==> src/rtl/error_sum_accumulator_pkg.sv <==
// Shared constants, FSM state type and log-record layout for the error-sum accumulator.
package error_sum_accumulator_pkg;

    localparam int NUM_OUTPUTS    = 8;
    localparam int COUNTER_WIDTH  = 32;
    localparam int MEM_ADDR_WIDTH = 15;
    localparam int RECORD_WIDTH   = 32;

    // Byte lanes of one log record
    localparam int MISMATCH_LSB = 24;
    localparam int VALID_LSB    = 16;
    localparam int EXPECTED_LSB = 8;
    localparam int CHROM_LSB    = 0;

    typedef enum logic [1:0] {
        IDLE,
        ACCUM,
        FLUSH,
        DONE
    } state_t;

    // Assemble one log record from the stage-1 sample fields
    function automatic logic [RECORD_WIDTH-1:0] pack_record(
        input logic [NUM_OUTPUTS-1:0] mismatch,
        input logic [NUM_OUTPUTS-1:0] valid,
        input logic [NUM_OUTPUTS-1:0] expected,
        input logic [NUM_OUTPUTS-1:0] chrom
    );
        logic [RECORD_WIDTH-1:0] rec;
        rec = '0;
        rec[MISMATCH_LSB +: NUM_OUTPUTS] = mismatch;
        rec[VALID_LSB    +: NUM_OUTPUTS] = valid;
        rec[EXPECTED_LSB +: NUM_OUTPUTS] = expected;
        rec[CHROM_LSB    +: NUM_OUTPUTS] = chrom;
        return rec;
    endfunction

endpackage

==> src/rtl/error_sum_accumulator_if.sv <==
// Sample, handshake and log-RAM signals of the error-sum accumulator.
interface error_sum_accumulator_if;
    import error_sum_accumulator_pkg::*;

    logic                                   iStart;
    logic                                   iSampleValid;
    logic                                   iLastSample;
    logic [NUM_OUTPUTS-1:0]                 iChromOutput;
    logic [NUM_OUTPUTS-1:0]                 iExpectedOutput;
    logic [NUM_OUTPUTS-1:0]                 iValidOutput;
    logic                                   iDoneFeedback;
    logic                                   oBusy;
    logic                                   oDone;
    logic [NUM_OUTPUTS*COUNTER_WIDTH-1:0]   oErrorSums;
    logic [MEM_ADDR_WIDTH-1:0]              oMemAddr;
    logic [RECORD_WIDTH-1:0]                oMemWriteData;
    logic                                   oWriteToMem;
    logic                                   oMemOverflow;
    logic [15:0]                            oSampleCount;

    // Upstream evaluation control / HPS side
    modport master (
        output iStart, iSampleValid, iLastSample, iChromOutput,
               iExpectedOutput, iValidOutput, iDoneFeedback,
        input  oBusy, oDone, oErrorSums, oMemAddr, oMemWriteData,
               oWriteToMem, oMemOverflow, oSampleCount
    );

    // Accumulator side
    modport slave (
        input  iStart, iSampleValid, iLastSample, iChromOutput,
               iExpectedOutput, iValidOutput, iDoneFeedback,
        output oBusy, oDone, oErrorSums, oMemAddr, oMemWriteData,
               oWriteToMem, oMemOverflow, oSampleCount
    );

endinterface

==> src/rtl/error_sum_accumulator_sat_counter.sv <==
// Single error counter: clear, increment, holds at all-ones instead of wrapping.
module sat_counter #(
    parameter int WIDTH = 32
) (
    input  logic             clk,
    input  logic             srst,
    input  logic             clear,
    input  logic             inc,
    output logic [WIDTH-1:0] count
);

    logic [WIDTH-1:0] count_reg;

    // Count up on inc until saturated; clear has priority over inc
    always_ff @(posedge clk) begin
        if (srst || clear) begin
            count_reg <= '0;
        end else if (inc && (count_reg != '1)) begin
            count_reg <= count_reg + WIDTH'(1);
        end
    end

    assign count = count_reg;

endmodule

==> src/rtl/error_sum_accumulator.sv <==
// Per-bit saturating error counters over a sample stream, with a per-sample
// mismatch log written to on-chip RAM and a done/feedback handshake.
module error_sum_accumulator
    import error_sum_accumulator_pkg::*;
#(
    parameter int MEM_BASE_ADDR = 0,
    parameter int MEM_LAST_ADDR = 32767
) (
    input  logic                  iClock,
    input  logic                  iReset,
    error_sum_accumulator_if.slave bus
);

    localparam logic [MEM_ADDR_WIDTH-1:0] BASE_ADDR = MEM_ADDR_WIDTH'(MEM_BASE_ADDR);
    localparam logic [MEM_ADDR_WIDTH-1:0] LAST_ADDR = MEM_ADDR_WIDTH'(MEM_LAST_ADDR);

    state_t                               state_reg, state_next;
    logic                                 busy, done;
    logic                                 start_accept, strobe, mem_full;

    logic                                 s1_valid_reg;
    logic [NUM_OUTPUTS-1:0]               chrom_reg, expected_reg, valid_reg, mismatch_reg;

    logic                                 write_reg;
    logic [RECORD_WIDTH-1:0]              wdata_reg;
    logic [MEM_ADDR_WIDTH-1:0]            addr_reg;
    logic                                 overflow_reg;
    logic [15:0]                          sample_count_reg;
    logic [NUM_OUTPUTS*COUNTER_WIDTH-1:0] error_sums;

    assign start_accept = (state_reg == IDLE)  && bus.iStart;
    assign strobe       = (state_reg == ACCUM) && bus.iSampleValid;
    // The write currently on the bus at LAST_ADDR already exhausts the log
    assign mem_full     = overflow_reg || (write_reg && (addr_reg == LAST_ADDR));

    // FSM state register
    always_ff @(posedge iClock) begin
        if (iReset) state_reg <= IDLE;
        else        state_reg <= state_next;
    end

    // FSM next state and status outputs
    always_comb begin
        state_next = state_reg;
        busy       = 1'b0;
        done       = 1'b0;
        case (state_reg)
            IDLE:  if (bus.iStart) state_next = ACCUM;
            ACCUM: begin
                busy = 1'b1;
                if (bus.iSampleValid && bus.iLastSample) state_next = FLUSH;
            end
            FLUSH: begin
                busy       = 1'b1;
                state_next = DONE;
            end
            DONE: begin
                done = 1'b1;
                if (bus.iDoneFeedback) state_next = IDLE;
            end
            default: state_next = IDLE;
        endcase
    end

    // Stage 1: capture the sample and its masked mismatch vector
    always_ff @(posedge iClock) begin
        if (iReset) begin
            s1_valid_reg <= 1'b0;
            chrom_reg    <= '0;
            expected_reg <= '0;
            valid_reg    <= '0;
            mismatch_reg <= '0;
        end else begin
            s1_valid_reg <= strobe;
            if (strobe) begin
                chrom_reg    <= bus.iChromOutput;
                expected_reg <= bus.iExpectedOutput;
                valid_reg    <= bus.iValidOutput;
                mismatch_reg <= bus.iValidOutput & (bus.iChromOutput ^ bus.iExpectedOutput);
            end
        end
    end

    // Stage 2 log: one write per retired sample, address advances after each write
    always_ff @(posedge iClock) begin
        if (iReset) begin
            write_reg    <= 1'b0;
            wdata_reg    <= '0;
            addr_reg     <= BASE_ADDR;
            overflow_reg <= 1'b0;
        end else begin
            write_reg <= s1_valid_reg && !mem_full;
            if (s1_valid_reg && !mem_full) begin
                wdata_reg <= pack_record(mismatch_reg, valid_reg, expected_reg, chrom_reg);
            end
            if (start_accept) begin
                addr_reg     <= BASE_ADDR;
                overflow_reg <= 1'b0;
            end else if (write_reg) begin
                if (addr_reg == LAST_ADDR) overflow_reg <= 1'b1;
                else                       addr_reg     <= addr_reg + MEM_ADDR_WIDTH'(1);
            end
        end
    end

    // Accepted-sample counter, wraps freely
    always_ff @(posedge iClock) begin
        if (iReset || start_accept) sample_count_reg <= '0;
        else if (strobe)            sample_count_reg <= sample_count_reg + 16'd1;
    end

    // One saturating counter per output bit, fed by the stage-1 mismatch vector
    generate
        for (genvar gi = 0; gi < NUM_OUTPUTS; gi++) begin : gen_counter
            sat_counter #(
                .WIDTH (COUNTER_WIDTH)
            ) u_counter (
                .clk   (iClock),
                .srst  (iReset),
                .clear (start_accept),
                .inc   (s1_valid_reg && mismatch_reg[gi]),
                .count (error_sums[gi*COUNTER_WIDTH +: COUNTER_WIDTH])
            );
        end
    endgenerate

    assign bus.oBusy         = busy;
    assign bus.oDone         = done;
    assign bus.oErrorSums    = error_sums;
    assign bus.oMemAddr      = addr_reg;
    assign bus.oMemWriteData = wdata_reg;
    assign bus.oWriteToMem   = write_reg;
    assign bus.oMemOverflow  = overflow_reg;
    assign bus.oSampleCount  = sample_count_reg;

endmodule
==> src/flat_wrapper.sv <==
// flat-port wrapper written by rule: the top's interface ports become plain ports
module error_sum_accumulator_flat import error_sum_accumulator_pkg::*;
#(
    parameter int MEM_BASE_ADDR = 0,
    parameter int MEM_LAST_ADDR = 32767
)
  (iClock, iReset, bus_iStart, bus_iSampleValid, bus_iLastSample, bus_iChromOutput, bus_iExpectedOutput, bus_iValidOutput, bus_iDoneFeedback, bus_oBusy, bus_oDone, bus_oErrorSums, bus_oMemAddr, bus_oMemWriteData, bus_oWriteToMem, bus_oMemOverflow, bus_oSampleCount);
  error_sum_accumulator_if bus_i ();
  input  logic iClock;
  input  logic iReset;
  input wire logic [$bits(bus_i.iStart)-1:0] bus_iStart;
  input wire logic [$bits(bus_i.iSampleValid)-1:0] bus_iSampleValid;
  input wire logic [$bits(bus_i.iLastSample)-1:0] bus_iLastSample;
  input wire logic [$bits(bus_i.iChromOutput)-1:0] bus_iChromOutput;
  input wire logic [$bits(bus_i.iExpectedOutput)-1:0] bus_iExpectedOutput;
  input wire logic [$bits(bus_i.iValidOutput)-1:0] bus_iValidOutput;
  input wire logic [$bits(bus_i.iDoneFeedback)-1:0] bus_iDoneFeedback;
  output wire logic [$bits(bus_i.oBusy)-1:0] bus_oBusy;
  output wire logic [$bits(bus_i.oDone)-1:0] bus_oDone;
  output wire logic [$bits(bus_i.oErrorSums)-1:0] bus_oErrorSums;
  output wire logic [$bits(bus_i.oMemAddr)-1:0] bus_oMemAddr;
  output wire logic [$bits(bus_i.oMemWriteData)-1:0] bus_oMemWriteData;
  output wire logic [$bits(bus_i.oWriteToMem)-1:0] bus_oWriteToMem;
  output wire logic [$bits(bus_i.oMemOverflow)-1:0] bus_oMemOverflow;
  output wire logic [$bits(bus_i.oSampleCount)-1:0] bus_oSampleCount;
  assign bus_i.iStart = bus_iStart;
  assign bus_i.iSampleValid = bus_iSampleValid;
  assign bus_i.iLastSample = bus_iLastSample;
  assign bus_i.iChromOutput = bus_iChromOutput;
  assign bus_i.iExpectedOutput = bus_iExpectedOutput;
  assign bus_i.iValidOutput = bus_iValidOutput;
  assign bus_i.iDoneFeedback = bus_iDoneFeedback;
  assign bus_oBusy = bus_i.oBusy;
  assign bus_oDone = bus_i.oDone;
  assign bus_oErrorSums = bus_i.oErrorSums;
  assign bus_oMemAddr = bus_i.oMemAddr;
  assign bus_oMemWriteData = bus_i.oMemWriteData;
  assign bus_oWriteToMem = bus_i.oWriteToMem;
  assign bus_oMemOverflow = bus_i.oMemOverflow;
  assign bus_oSampleCount = bus_i.oSampleCount;
  error_sum_accumulator #(.MEM_BASE_ADDR(MEM_BASE_ADDR), .MEM_LAST_ADDR(MEM_LAST_ADDR)) u_core (.iClock(iClock), .iReset(iReset), .bus(bus_i));
endmodule
==> config.mk <==
export PLATFORM = sky130hd
export DESIGN_NAME = error_sum_accumulator_flat
export DESIGN_NICKNAME = d
export VERILOG_FILES = /design/src/rtl/error_sum_accumulator_pkg.sv /design/src/rtl/error_sum_accumulator_if.sv /design/src/rtl/error_sum_accumulator_sat_counter.sv /design/src/rtl/error_sum_accumulator.sv /design/src/flat_wrapper.sv
export SDC_FILE = /design/constraint.sdc
export NUM_CORES = 1
export LEC_CHECK = 0
export CAP_MARGIN = 20
export CORE_ASPECT_RATIO = 1.1
export CORE_UTILIZATION = 56
export CTS_CLUSTER_DIAMETER = 100
export DETAILED_ROUTE_END_ITERATION = 8
export GPL_TIMING_DRIVEN = 0
export PLACE_DENSITY = 0.86
export SLEW_MARGIN = 25
export SYNTH_ARGS = -nofsm -noshare
export SYNTH_HDL_FRONTEND = slang
export SYNTH_SLANG_ARGS = --single-unit
==> constraint.sdc <==
create_clock -name iClock -period 5.43 [get_ports iClock]
set_input_delay 1.086 -clock iClock [delete_from_list [all_inputs] [get_ports iClock]]
set_output_delay 1.086 -clock iClock [all_outputs]
set_load 0.01 [all_outputs]
==> qor.txt, run 1 <==
outcome - completed
number of nets in the final layout - 2507
placed wire-length estimate - 41200 µm
IR Drop Worst-Case VDD - 267 µV
# H-tree levels - 2
ys async rst share - 0%
first-pass GRT wire length - 88700 µm
sinks on the clock net - 356
number of register bits inferred by synthesis - 356
met2 capacity usage during global routing - 61.2%
ANT cells - 0
Unique masters post-synth - 61
die boundary width - 169 µm
final setup margin - 1.86 ns
maximum achievable frequency - 280 MHz
vertical extent of the die - 185 µm
Mapped Nets - 2116
overall routing resource usage - 35.0%
antenna violations before repair - 0
post-route clock skew - 0.0136 ns
root buffer cell - sky130_fd_sc_hd__clkbuf_16
CTS tree - built
Synthesis Warnings - 0
leakage power - 6.76 nW
routing usage on met1 - 40.7%
Placeable Area - 29800 µm²
post-synth design cell area - 17100 µm²
Crit path required time - 5.84 ns
final hold violation count - 0
source-to-sink clock delay at the later pin of the worst-skew pair - 0.53 ns
layout overhead on the synthesized area - 31.3%
category of the worst setup path launch point - input pin
Data arrival, critical path - 3.98 ns
most used routing layer in global routing - met2
number of global-route vias before repair - 17280
count of maximum capacitance violations - 0
top-level port count - 353
weighted congestion reported at the end of routability-driven placement - 0.934
buffers inserted by post-CTS timing repair - 0
relative max-transition margin - 27.0%
Synth Instances - 2071
Setup violations, final - 0
most common cell after layout, fill and taps aside - sky130_fd_sc_hd__dfxtp_1
final total power - 6.16 mW
mean cell area of the mapped netlist - 8.27 µm²
total vias in the final route - 18344
period utilization - 65.7%
DRC violation count after routing - 0
actual slew at the worst max-slew pin - 1.09 ns
post-cts repair resize count - 0
routed via count divided by cell count - 6.33
number of CTS-inserted buffers - 38
RSZ-0062 raised after global routing - no
global-route met3 utilization - 7.93%
kind of critical path - input pin to flop
number of flip-flops under the largest register name - 256
most frequently used flop master after synthesis - sky130_fd_sc_hd__dfxtp_1
commonest cells after routing, fill and taps aside - sky130_fd_sc_hd__dfxtp_1 (356), sky130_fd_sc_hd__clkdlybuf4s50_1 (351), sky130_fd_sc_hd__nand2_1 (243)
Hold Path Class - flop to flop
buffer depth of the longest clock path - 3
antenna-violating nets left - 0
per-cell routed wire length - 19.6 µm
clock transition at the registers of the reported paths - 0.06 ns
number of buffers added to fix hold violations after cts - 0
Critical Path Fanout Max - 10
number of iterations in the first detailed-routing pass - 5
post-layout min period - 3.57 ns
Die Area - 31300 µm²
pre-CTS setup slack - 1.43 ns
share of post-route cells with drive strength above 1 - 4.46%
Iteration-0 DRC Markers - 1452
Initial Utilization - 57.5%
count of buffers from port buffering - 351
crit path capture type - flop
number of rows in the core area - 66
max-slew violations - 0
EDFF count, synth - 0
Power per Cell Area - 274 nW/µm²
GRT Residual Overflow - 0
setup TNS - 0 ns
sequential element share of the synthesized area - 41.6%
detailed-route wire length - 56900 µm
maximum number of pins on one net before global-route repair - 14
[worst max-delay path, cell delays in order]
cell and delay (ns):
sky130_fd_sc_hd__clkdlybuf4s50_1 0.46, sky130_fd_sc_hd__a21oi_1 0.53, sky130_fd_sc_hd__clkbuf_1 0.73, sky130_fd_sc_hd__clkbuf_1 0.74
sky130_fd_sc_hd__o311ai_0 0.30, sky130_fd_sc_hd__o41ai_1 0.13
[routing by layer]
metal	vias to the layer above	part of all wire, %
met1	8737	39
met5	-	0
li1	8544	-
met2	869	48
met4	0	4.6
met3	194	8.7
[report_power, final]
group	switching (mW)	internal, mW
Combinational	0.522	0.181
Sequential	0.0372	2.66
Clock	1.08	1.69
Total	1.64	4.53
[final timing paths]
kind                        from  cells past startpoint  slack, ns                                   endpoint
min reg2reg  u_core.valid_reg[2]                      2       0.46                        u_core.valid_reg[2]
max reg2reg  u_core.state_reg[0]                      7       2.15  u_core.gen_counter[2].u_counter.count[19]
max                   bus_iStart                      6       1.86  u_core.gen_counter[2].u_counter.count[19]
min          u_core.valid_reg[2]                      2       0.46                        u_core.valid_reg[2]
[layout make-up]
| class | count | area, µm² |
|---|---|---|
| Multi-Input combinational cell | 1578 | 9470 |
| Fill cell | 2154 | 7320 |
| Clock inverter | 12 | 160 |
| Buffer | 111 | 442 |
| Inverter | 26 | 97.6 |
| Tap cell | 408 | 510 |
| Sequential cell | 356 | 7130 |
| Timing Repair Buffer | 351 | 3510 |
| Clock buffer | 57 | 1180 |
[synth_stat cells, types with 27 or more instances]
cell / number / area, µm²
sky130_fd_sc_hd__xnor2_1: 37 / 324
sky130_fd_sc_hd__nor2_1: 137 / 514
sky130_fd_sc_hd__xor2_1: 27 / 236
sky130_fd_sc_hd__o21ai_0: 56 / 280
sky130_fd_sc_hd__nand4_1: 81 / 507
sky130_fd_sc_hd__and4_1: 30 / 263
sky130_fd_sc_hd__or4_1: 95 / 713
sky130_fd_sc_hd__dfxtp_1: 356 / 7130
sky130_fd_sc_hd__nand3_1: 112 / 561
sky130_fd_sc_hd__nor3_1: 35 / 175
sky130_fd_sc_hd__mux2i_1: 64 / 641
sky130_fd_sc_hd__o31ai_1: 89 / 668
sky130_fd_sc_hd__nand2b_1: 36 / 225
sky130_fd_sc_hd__nor4_1: 45 / 282
sky130_fd_sc_hd__or3_1: 88 / 551
sky130_fd_sc_hd__and3_1: 29 / 181
sky130_fd_sc_hd__nand2_1: 243 / 912
sky130_fd_sc_hd__o21ai_1: 28 / 140
sky130_fd_sc_hd__a21oi_1: 205 / 1030
sky130_fd_sc_hd__clkbuf_1: 88 / 330
[cells by family after synthesis]
| logic type | count (synthesis) | synth area share [%] |
|---|---|---|
| multiplexers | 64 | 3.74 |
| flip-flops | 356 | 41.6 |
| XOR/XNOR | 64 | 3.27 |
| buffers and inverters | 137 | 3.15 |
| AND/OR/NAND/NOR | 975 | 30.9 |
| adder cells (fa/ha/maj) | 15 | 1.10 |
| AO/OA/AOI/OAI | 460 | 16.3 |
[per-stage QoR]
| step | instances | util (%) | hold WS [ns] | area [µm²] |
|---|---|---|---|---|
| 2_1_floorplan | 2071 | - | 0.436 | 17100 |
| 3_3_place_gp | 2830 | 71.0 | 0.442 | 21200 |
| 3_5_place_dp | 2830 | 71.0 | 0.450 | 21200 |
| 4_1_cts | 2899 | 75.5 | 0.458 | 22500 |
| 5_1_grt | 2899 | 75.5 | 0.477 | 22500 |
| 6_report | 2899 | 75.5 | 0.456 | 22500 |
Power figures use the tool's default switching activity.
==> run 2, diff against run 1 <==
Settings changed: CORE_UTILIZATION 56 to 47, PLACE_DENSITY 0.86 to 0.77.
Clock period 5.43 ns to 3.1 ns, I/O delays scaled along.
==> qor.txt, run 2 (same netlist as run 1, synthesis figures left out) <==
outcome - completed
top-level port count - 353 (unchanged)
detailed-route wire length - 56700 µm (-0.32%)
sinks on the clock net - 356 (unchanged)
number of non-filler instances in the completed layout - 2968 (+2.4%)
die boundary width - 184 µm (+9.0%)
Setup violations, final - 0 (unchanged)
antenna-violating nets left - 0 (unchanged)
period utilization - 94.9%
Crit path required time - 3.47 ns (-2.37 ns)
vertical extent of the die - 202 µm (+9.1%)
maximum number of pins on one net before global-route repair - 13 (-1)
GRT Residual Overflow - 0 (unchanged)
kind of critical path - flop to flop
first-pass GRT wire length - 88800 µm (about the same)
# H-tree levels - 2 (unchanged)
overall routing resource usage - 29.5% (-5.5 points)
maximum achievable frequency - 340 MHz
leakage power - 6.74 nW (-0.35%)
Hold Path Class - flop to flop
IR Drop Worst-Case VDD - 421 µV (+57%)
Data arrival, critical path - 3.32 ns (-0.66 ns)
cell type of the slowest stage on the worst timing path - sky130_fd_sc_hd__clkbuf_1
most common cell after layout, fill and taps aside - sky130_fd_sc_hd__dfxtp_1
per-cell routed wire length - 19.1 µm (-2.6%)
post-layout min period - 2.94 ns
largest incremental delay on the critical path - 0.62 ns (-0.12 ns)
number of iterations in the first detailed-routing pass - 6 (+1)
Die Area - 37200 µm² (+19%)
routed via count divided by cell count - 6.00 (-5.1%)
buffer depth of the longest clock path - 3 (unchanged)
DRC violation count after routing - 0 (unchanged)
max-slew violations - 0 (unchanged)
root buffer cell - sky130_fd_sc_hd__clkbuf_16
Placeable Area - 35500 µm² (+19%)
count of buffers from port buffering - 351 (unchanged)
relative max-transition margin - 43.8% (+17 points)
clock transition at the registers of the reported paths - 0.06 ns (about the same)
number of global-route vias before repair - 16672 (-3.5%)
Critical Path Fanout Max - 10 (unchanged)
source-to-sink clock delay at the later pin of the worst-skew pair - 0.54 ns (about the same)
placed wire-length estimate - 42000 µm (+1.9%)
number of nets in the final layout - 2509 (+0.080%)
buffers inserted by post-CTS timing repair - 0 (unchanged)
number of flip-flops under the largest register name - 256 (unchanged)
RSZ-0062 raised after global routing - no
layout overhead on the synthesized area - 31.4% (about the same)
Power per Cell Area - 471 nW/µm² (+72%)
FILL cells - 3107 (+44%)
commonest cells after routing, fill and taps aside - sky130_fd_sc_hd__dfxtp_1 (356), sky130_fd_sc_hd__clkdlybuf4s50_1 (351), sky130_fd_sc_hd__nand2_1 (243)
utilization after layout - 63.4% (-12 points)
CTS tree - built
crit path capture type - flop
number of rows in the core area - 72 (+9.1%)
total vias in the final route - 17822 (-2.8%)
weighted congestion reported at the end of routability-driven placement - 0.922 (-1.2%)
category of the worst setup path launch point - flop
Iteration-0 DRC Markers - 1231 (-15%)
Initial Utilization - 48.3% (-9.2 points)
share of post-route cells with drive strength above 1 - 4.54% (+0.088 points)
number of CTS-inserted buffers - 40 (+5.3%)
count of maximum capacitance violations - 0 (unchanged)
ANT cells - 0 (unchanged)
cell count after placement - 2903 (+2.6%)
post-route clock skew - 0.0209 ns (+0.00739 ns)
cells along the critical path - inv_1 > ha_1 > a21o_1 > clkbuf_1 > buf_1 > clkbuf_1 > a21oi_1
CP dominant cell by count - sky130_fd_sc_hd__clkbuf_1
antenna violations before repair - 0 (unchanged)
actual slew at the worst max-slew pin - 0.843 ns (-0.252 ns)
final hold violation count - 0 (unchanged)
-- run 2: changes by cell type in the layout (fill, tap and decap cells not counted), sizes merged --
| cell | change |
|---|---|
| bufinv | -2 |
| clkinv | -2 |
| inv | +2 |
| buf | -1 |
| clkbuf | -1 |
-- run 2: area by class of cell --
cell class / count / area, µm² / area share (%)
Timing Repair Buffer: 351 / 3510 / 15.6
Multi-Input combinational cell: 1578 / 9470 / 42.1
Clock buffer: 55 / 1150 / 5.10
Inverter: 26 / 97.6 / 0.434
Sequential cell: 356 / 7130 / 31.7
Clock inverter: 10 / 108 / 0.478
Tap cell: 481 / 602 / 2.67
Buffer: 111 / 449 / 2.00
-- run 2: through the flow --
stage | hold WS, ns | area [µm²] | power [mW] | TNS (ns) | setup WS (ns)
after floorplan | 0.436 | 17100 | 5.48 | 0 | 0.897
after global placement | 0.444 | 21200 | 6.01 | -80.50 | -0.491
after detailed placement | 0.448 | 21200 | 6.03 | -86.16 | -0.548
after CTS | 0.455 | 22500 | 10.7 | 0 | 0.0279
after global routing | 0.481 | 22500 | 10.9 | 0 | 0.00200
final | 0.455 | 22500 | 10.6 | 0 | 0.158
-- run 2: critical path, delay by kind of cell (launching register included) --
family	cells	cell delay, ns
flops	1	0.34
compound gates	2	0.35
buf+inv	4	1.88
fa+ha+maj	1	0.21
-- run 2: worst paths after layout --
check | to | startpoint | cells past startpoint | slack, ns
worst max-delay path | u_core.gen_counter[5].u_counter.count[7] | u_core.state_reg[0] | 7 | 0.16
worst min-delay path | u_core.chrom_reg[6] | u_core.chrom_reg[6] | 2 | 0.46
worst max register to register | u_core.gen_counter[5].u_counter.count[7] | u_core.state_reg[0] | 7 | 0.16
worst min register to register | u_core.chrom_reg[6] | u_core.chrom_reg[6] | 2 | 0.46
-- run 2: power by group --
part,internal (mW),switching [mW]
sequential,4.65,0.0646
combinational,0.319,0.896
clock,2.74,1.92
-- run 2: what timing repair did --
action,4_1_cts,5_1_grt
cloned,0,0
resized for setup,3,5
hold buffers,0,0
endpoints found under the setup margin,15,31
-- run 2: layer usage --
metal | track usage, % | part of all wire [%] | wire length [µm]
met4 | 11.0 | 3.5 | 1970
met5 | 0 | 0 | 0
met3 | 7.86 | 9.6 | 5430
met2 | 49.3 | 47 | 26600
met1 | 36.1 | 40 | 22700
==> run 3, diff against run 2 <==
Settings changed: PLACE_DENSITY 0.77 to default, PLACE_DENSITY_LB_ADDON from default to 0.15.
==> qor.txt, run 3 (same netlist as run 1, synthesis figures left out) <==
leakage power - 6.77 nW (+0.44%)
RSZ-0062 raised after global routing - yes
Power per Cell Area - 474 nW/µm² (+0.75%)
number of non-filler instances in the completed layout - 2967 (-0.034%)
top-level port count - 353 (unchanged)
maximum achievable frequency - 339 MHz (-0.34%)
setup TNS - 0 ns (unchanged)
Setup violations, final - 0 (unchanged)
source-to-sink clock delay at the later pin of the worst-skew pair - 0.53 ns (about the same)
most common cell after layout, fill and taps aside - sky130_fd_sc_hd__dfxtp_1
Worst R2R End - u_core.gen_counter[2].u_counter.count[19]
routed via count divided by cell count - 5.98 (-0.44%)
Initial Utilization - 48.3% (unchanged)
multi-input gate area in the final layout - 9470 µm² (unchanged)
area taken by flip-flops and latches - 7130 µm² (unchanged)
FILL cells - 3145 (+1.2%)
count of buffers from port buffering - 351 (unchanged)
final hold violation count - 0 (unchanged)
vertical extent of the die - 202 µm (unchanged)
Crit Reg-Reg Startpoint - u_core.state_reg[0]
relative max-transition margin - 41.3% (-2.5 points)
number of global-route vias before repair - 16767 (+0.57%)
DRC violation count after routing - 0 (unchanged)
die boundary width - 184 µm (unchanged)
CTS tree - built
root buffer cell - sky130_fd_sc_hd__clkbuf_16
cell count after placement - 2903 (unchanged)
antenna-violating nets left - 0 (unchanged)
Placeable Area - 35500 µm² (unchanged)
overall routing resource usage - 29.4% (-0.085 points)
final setup margin - 0.148 ns (-0.0101 ns)
pre-CTS setup slack - -0.597 ns (-0.0492 ns)
depth of the worst register-to-register path - 7 (unchanged)
outcome - completed
number of CTS-inserted buffers - 39 (-2.5%)
kind of critical path - flop to flop
Critical Path Start - u_core.state_reg[0]
weighted congestion reported at the end of routability-driven placement - 0.934 (+1.3%)
wire length on met1 - 22500 µm (-0.95%)
ANT cells - 0 (unchanged)
Crit path required time - 3.52 ns (+0.05 ns)
Data arrival, critical path - 3.37 ns (+0.05 ns)
count of maximum capacitance violations - 0 (unchanged)
buffer depth of the longest clock path - 3 (unchanged)
Hold Path Class - flop to flop
number of flip-flops under the largest register name - 256 (unchanged)
antenna violations before repair - 0 (unchanged)
cells along the critical path - inv_1 > ha_1 > a21oi_1 > clkbuf_1 > clkbuf_2 > o311ai_0 > o41ai_1
placed wire-length estimate - 40900 µm (-2.5%)
number of iterations in the first detailed-routing pass - 6 (unchanged)
# H-tree levels - 2 (unchanged)
layout overhead on the synthesized area - 31.6%
IR Drop Worst-Case VDD - 421 µV (+0.11%)
post-route clock skew - 0.0141 ns (-0.00681 ns)
Setup crit end - u_core.gen_counter[2].u_counter.count[19]
category of the worst setup path launch point - flop
max-slew violations - 0 (unchanged)
routed wire length on met3 - 4850 µm (-11%)
GRT Residual Overflow - 0 (unchanged)
clock transition at the registers of the reported paths - 0.06 ns (about the same)
crit path capture type - flop
number of rows in the core area - 72 (unchanged)
top layer used by detailed routing - met4
reg2reg setup slack - 0.15 ns (about the same)
final total power - 10.7 mW (+0.94%)
Die Area - 37200 µm² (unchanged)
maximum number of pins on one net before global-route repair - 15 (+2)
cell type of the slowest stage on the worst timing path - sky130_fd_sc_hd__clkbuf_1
period utilization - 95.2% (+0.32 points)
share of post-route cells with drive strength above 1 - 4.79% (+0.24 points)
Iteration-0 DRC Markers - 1145 (-7.0%)
total vias in the final route - 17737 (-0.48%)
first-pass GRT wire length - 88600 µm (-0.19%)
detailed-route wire length - 56000 µm (-1.3%)
largest incremental delay on the critical path - 0.68 ns (+0.06 ns)
post-layout min period - 2.95 ns (+0.0101 ns)
number of nets in the final layout - 2508 (-0.040%)
sinks on the clock net - 356 (unchanged)
commonest cells after routing, fill and taps aside - sky130_fd_sc_hd__dfxtp_1 (356), sky130_fd_sc_hd__clkdlybuf4s50_1 (351), sky130_fd_sc_hd__nand2_1 (243)
actual slew at the worst max-slew pin - 0.881 ns (+0.0375 ns)
Critical Path Fanout Max - 10 (unchanged)
detailed-routed wire length on met2 - 26600 µm (about the same)
per-cell routed wire length - 18.9 µm (-1.2%)
number of buffers added to fix hold violations after cts - 0 (unchanged)
utilization after layout - 63.5% (+0.12 points)
==> run 3: through the flow <==
step,hold WS [ns],area [µm²]
after global placement,0.443,21200
final,0.456,22600
after global routing,0.472,22600
after CTS,0.458,22500
after floorplan,0.436,17100
after detailed placement,0.449,21200
==> run 3: routing by layer <==
metal / global-route usage (%) / vias to the layer above
li1: - / 8536
met1: 35.6 / 8435
met2: 49.7 / 640
met3: 7.60 / 126
met4: 11.2 / 0
met5: 0 / -
==> run 3: worst max-delay path: cells and delay by family (launching register included) <==
family                   cells  cell delay (ns)
flip-flops                   1             0.39
adder cells (fa/ha/maj)      1             0.24
buffers and inverters        3             1.32
AO/OA/AOI/OAI                3             0.88
==> run 3: where the power goes <==
part | internal, mW | leakage (nW) | total [mW] | switching [mW]
logic | 0.318 | 3.25 | 1.21 | 0.896
registers | 4.65 | 2.87 | 4.72 | 0.0647
clock network | 2.84 | 0.649 | 4.76 | 1.92
==> run 3: worst min-delay path by stage <==
| stage | startpoint | to | slack, ns | cells past startpoint |
|---|---|---|---|---|
| final | u_core.valid_reg[1] | u_core.valid_reg[1] | 0.46 | 2 |
| after global routing | u_core.expected_reg[4] | u_core.expected_reg[4] | 0.47 | 2 |
| after CTS | u_core.valid_reg[1] | u_core.valid_reg[1] | 0.46 | 2 |
| after detailed placement | u_core.valid_reg[1] | u_core.valid_reg[1] | 0.45 | 2 |
| after global placement | u_core.valid_reg[1] | u_core.valid_reg[1] | 0.44 | 2 |
| after floorplan | u_core.chrom_reg[0] | u_core.chrom_reg[0] | 0.44 | 2 |
==> run 3: area by class of cell <==
cell class	count	area share (%)
timing repair buffer	351	15.6
clock buffer	49	4.90
sequential	356	31.6
inverter	26	0.433
tap	481	2.67
buffer	111	2.00
clock inverter	15	0.843
multi-input combinational	1578	42.0
==> run 3: repair_timing <==
action / in CTS / in global routing
resized for setup: 4 / 8
pin swaps: 0 / 0
setup buffers: 0 / 0
setup endpoints to repair: 37 / 27
